<file path="config.mk">
export PLATFORM = sky130hd
export DESIGN_NAME = rc4_ksa_engine
export DESIGN_NICKNAME = d
export VERILOG_FILES = /design/src/rtl/rc4_ksa_engine.sv
export SDC_FILE = /design/constraint.sdc
export NUM_CORES = 1
export LEC_CHECK = 0
export CAP_MARGIN = 10
export CORE_ASPECT_RATIO = 0.5
export CORE_MARGIN = 3
export CORE_UTILIZATION = 35
export DETAILED_ROUTE_END_ITERATION = 10
export DONT_BUFFER_PORTS = 1
export MAX_ROUTING_LAYER = met4
export SYNTH_ARGS = -nofsm -noshare
export SYNTH_HDL_FRONTEND = slang
export SYNTH_SLANG_ARGS = --single-unit
export TNS_END_PERCENT = 20
</file>
<file path="constraint.sdc">
create_clock -name clock -period 6.25 [get_ports clock]
set_input_delay 1.25 -clock clock [delete_from_list [all_inputs] [get_ports clock]]
set_output_delay 1.25 -clock clock [all_outputs]
set_load 0.01 [all_outputs]
</file>
<file path="src/rtl/rc4_ksa_engine.sv">
// RC4 key-scheduling engine: optional identity fill of the S-box RAM, then the
// KSA swap loop over a 2^ADDR_W-entry single-port synchronous RAM.
module rc4_ksa_engine #(
  parameter int ADDR_W    = 8,
  parameter int KEY_BYTES = 3
) (
  input  logic                   clock,
  input  logic                   reset_n,
  input  logic                   start,
  input  logic                   init_en,
  input  logic [8*KEY_BYTES-1:0] secret_key,
  output logic                   busy,
  output logic                   done,
  output logic [ADDR_W-1:0]      address,
  output logic [7:0]             data,
  output logic                   wren,
  input  logic [7:0]             q
);

  localparam int KW = (KEY_BYTES > 1) ? $clog2(KEY_BYTES) : 1;
  localparam logic [ADDR_W-1:0] I_LAST = {ADDR_W{1'b1}};
  localparam logic [KW-1:0]     K_LAST = KW'(KEY_BYTES - 1);

  typedef enum logic [3:0] {
    S_IDLE, S_FILL, S_READ_I, S_LATCH_I, S_CALC_J,
    S_READ_J, S_LATCH_J, S_WRITE_I, S_WRITE_J, S_DONE
  } state_e;

  state_e                 state_q, state_d;
  logic [ADDR_W-1:0]      i_q, i_d, j_q, j_d;
  logic [KW-1:0]          k_q, k_d;
  logic [7:0]             si_q, si_d, sj_q, sj_d;
  logic [8*KEY_BYTES-1:0] key_q, key_d;
  logic                   init_q, init_d;
  logic [7:0]             key_byte;

  // key[0] is the most significant byte of the latched key
  always_comb begin
    key_byte = '0;
    for (int b = 0; b < KEY_BYTES; b++)
      if (k_q == KW'(b)) key_byte = key_q[8*(KEY_BYTES-1-b) +: 8];
  end

  always_ff @(posedge clock or negedge reset_n) begin
    if (!reset_n) begin
      state_q <= S_IDLE;
      i_q     <= '0;
      j_q     <= '0;
      k_q     <= '0;
      si_q    <= '0;
      sj_q    <= '0;
      key_q   <= '0;
      init_q  <= 1'b0;
    end else begin
      state_q <= state_d;
      i_q     <= i_d;
      j_q     <= j_d;
      k_q     <= k_d;
      si_q    <= si_d;
      sj_q    <= sj_d;
      key_q   <= key_d;
      init_q  <= init_d;
    end
  end

  always_comb begin
    state_d = state_q;
    i_d     = i_q;
    j_d     = j_q;
    k_d     = k_q;
    si_d    = si_q;
    sj_d    = sj_q;
    key_d   = key_q;
    init_d  = init_q;
    address = '0;
    data    = '0;
    wren    = 1'b0;
    done    = 1'b0;
    busy    = (state_q != S_IDLE);
    unique case (state_q)
      S_IDLE: if (start) begin
        key_d   = secret_key;
        init_d  = init_en;
        i_d     = '0;
        j_d     = '0;
        k_d     = '0;
        state_d = init_en ? S_FILL : S_READ_I;
      end
      S_FILL: begin
        wren    = init_q;
        address = i_q;
        data    = 8'(i_q);
        if (i_q == I_LAST) begin
          i_d     = '0;
          state_d = S_READ_I;
        end else begin
          i_d = i_q + ADDR_W'(1);
        end
      end
      S_READ_I: begin
        address = i_q;
        state_d = S_LATCH_I;
      end
      S_LATCH_I: begin
        address = i_q;
        si_d    = q;
        state_d = S_CALC_J;
      end
      S_CALC_J: begin
        // 8-bit wrap then truncation equals arithmetic mod 2^ADDR_W
        j_d     = ADDR_W'(8'(j_q) + si_q + key_byte);
        state_d = S_READ_J;
      end
      S_READ_J: begin
        address = j_q;
        state_d = S_LATCH_J;
      end
      S_LATCH_J: begin
        address = j_q;
        sj_d    = q;
        state_d = S_WRITE_I;
      end
      S_WRITE_I: begin
        wren    = 1'b1;
        address = i_q;
        data    = sj_q;
        state_d = S_WRITE_J;
      end
      S_WRITE_J: begin
        wren    = 1'b1;
        address = j_q;
        data    = si_q;
        if (i_q == I_LAST) begin
          state_d = S_DONE;
        end else begin
          i_d     = i_q + ADDR_W'(1);
          k_d     = (k_q == K_LAST) ? '0 : k_q + KW'(1);
          state_d = S_READ_I;
        end
      end
      S_DONE: begin
        done    = 1'b1;
        state_d = S_IDLE;
      end
      default: state_d = S_IDLE;
    endcase
  end

endmodule

</file>
==> metrics.txt <==
# clock sinks 63; total design power 0.0009843 W; arrival time worst endpoint 2.26 ns; Area Growth Syn to Fin 13.39%; IO Pins 55; final setup vio count 0; Yosys top cell area share 44.74%; Cells after Synth 326; Mapped Area 3523 um^2; core area 9603 um^2; part of the power in registers 41.5%; clock slew at reported path FFs 0.05 ns; RSZ-0062 raised after global routing no; flop2flop setup slack 3.16 ns; die width 147.9 um; Final #Nets 374; clock period minus worst slack 3.508 ns; Worst Hold Path EP key_q[12]$_DFFE_PN0P_; Fmax 285.1 MHz; RD Place Congestion 0.9014; worst flop-to-flop path startpoint k_q[0]$_DFFE_PN0P_; Net Sw Frac 18.01%; Pleak 1.921 nW; Max Buffers Root-to-Sink 2; die height 76.95 um; fraction of registers with async set/reset 100.0%; Post-DP HPWL 6163 um; dominant cells by area after synthesis dfrtp_1 45%, mux2_2 13%, fa_1 4.5%; Fin. Hold Viols 0; CTS Buf Count 9; dominant cell type by area after synthesis dfrtp_1; largest net degree at the start of global routing 64; DR pass1 iterations 6; Worst Hold Slack 0.5008 ns; Place WS 3.124 ns; num rows 25; Int Power 0.0008071 W; detailed-route DRC error count 0; hold path startpoint key_q[12]$_DFFE_PN0P_; R2R cell count 12; Relative slew margins 33.97%; CP startpoint state_q[3]$_DFFE_PN0P_; Routed WL 8434 um; TritonCTS clock tree done; cts hold-fix bufs 0; CP Class flip-flop to output pin; Final TNS setup 0 ns; antenna-violating nets left 0; Worst setup EP type output pin; setup ws final 2.742 ns; # resized after CTS 0; Crit Path Max Fanout 22; Vias/cell 5.499; Root Buffer clkbuf_16; Unique masters post-synth 49; worst slew pin tran 0.9820 ns; Initial DRC Count 288; Seq/Total Area, Yosys 44.74%; total gr overflow 0; H-tree levels 3; count leader, synth dfrtp_1; flops & latches, synth 63; post-synth net total 377; Synth Area per Inst 10.81 um^2; Max Cap Viol 0; vias in the first global route 2,568; Final Util 41.60%; critical path startpoint category flip-flop; first-pass GRT wire length 14,000 um; Skew-Pair Late Insertion Delay 0.33 ns; P_sw 0.0001772 W; Req. time, crit path 5.00 ns; Combinational Power Share 0.1%; starting density of the core 36.69%; PD cells 246.4 nW/um^2; Final Cycle Share 56.13%; gr usage total 16.29%; layout cell share with drive strength beyond 1 21.34%; synth cell count leaders 63 x dfrtp_1, 40 x mux2_2, 28 x nand2_1, 28 x o21ai_0; Hold Crit Class flip-flop to flip-flop; number of synthesized flops with an enable pin 0; Max VDD drop 0.1416 mV; status completed; wire per inst 18.22 um; hold path depth 1; initial antenna violation count 0; Clk pwr share 58.4%; # Post-CTS Setup Buffers 0; Yosys warning total 0; via count 2,546; n_diodes 0; ys flop type dfrtp_1; Die ar. 11,380 um^2; I/O Buffers 0; Slew Limit Fails 0; Fin Clk Skew 0.003754 ns; RR Endpoint j_q[7]$_DFFE_PN0P_
critical path, stage by stage (launching register included):
cell and delay (ns):
dfrtp_1 0.73, nor4b_2 0.60, buf_4 0.30, a222oi_1 0.12
inv_1 0.17
per-layer routing:
metal  global-route usage, %  vias to the layer above  routed length (um)
li1                        -                     1174                   -
met1                   20.92                     1266                3846
met2                   23.89                       85                3887
met3                   5.372                       21                 494
met4                   6.544                        0                 205
met5                       -                        -                   0
layout make-up:
cell class	count	area, um^2
inverter	16	60.06
fill	937	5608
tap	135	168.9
timing repair buffer	3	22.52
sequential	63	1577
clock buffer	10	239.0
clock inverter	6	107.6
multi-input combinational	230	1821
metrics by stage:
stage / std cells / instance area (um^2)
2_1_floorplan: 326 / 3523
3_3_place_gp: 447 / 3649
3_5_place_dp: 447 / 3649
4_1_cts: 463 / 3995
5_1_grt: 463 / 3995
6_report: 463 / 3995
registers in the layout, summed over array words and instances, names as in the netlist:
| signal | flops |
|---|---|
| k_q | 2 |
| init_q | 1 |
| j_q | 8 |
| key_q | 24 |
| si_q | 8 |
| state_q | 4 |
| i_q | 8 |
| sj_q | 8 |
power by group through the flow:
| stage | logic, W | clock network (W) | registers [W] |
|---|---|---|---|
| detailed placement | 0.000000647 | 0 | 0.000415 |
| floorplan | 0.000000593 | 0 | 0.000415 |
| global route | 0.000000692 | 0.000613 | 0.000408 |
| CTS | 0.000000645 | 0.000588 | 0.000408 |
| global placement | 0.000000638 | 0 | 0.000415 |
| finish | 0.000000641 | 0.000575 | 0.000408 |
worst max-delay path by stage:
| stage | end | slack (ns) | cells after the start |
|---|---|---|---|
| finish | data[2] | 2.74 | 4 |
| global route | address[1] | 2.54 | 4 |
| global placement | data[1] | 3.16 | 4 |
| floorplan | data[2] | 3.24 | 5 |
| CTS | data[4] | 2.74 | 4 |
| detailed placement | data[4] | 3.12 | 4 |
logic make-up (layout without fill, tap and decap cells):
kind of cell	after synthesis	after routing	synth area share [%]
XOR/XNOR	11	11	2.734
multiplexers	50	50	15.63
flip-flops	63	63	44.74
AO/OA/AOI/OAI	68	68	12.93
adder cells (fa/ha/maj)	15	15	7.031
buffers and inverters	33	35	3.587
AND/OR/NAND/NOR	86	86	13.35
layout by cell type (no fill, tap or decap), types with 3 or more instances in the layout:
master,n
a21o_1,3
a21oi_1,4
nand2_1,28
nand3_1,10
mux2_2,40
fa_1,8
nor2_1,16
o31ai_1,4
a22oi_1,8
clkbuf_16,9
o21ai_0,28
mux2i_1,10
xnor2_1,7
nor3_1,5
nand2b_1,3
nor4_1,3
a222oi_1,8
and2_1,3
xor2_1,4
ha_1,7
bufinv_16,3
inv_1,16
buf_4,3
dfrtp_1,63
(Power assumes the default switching activity.)
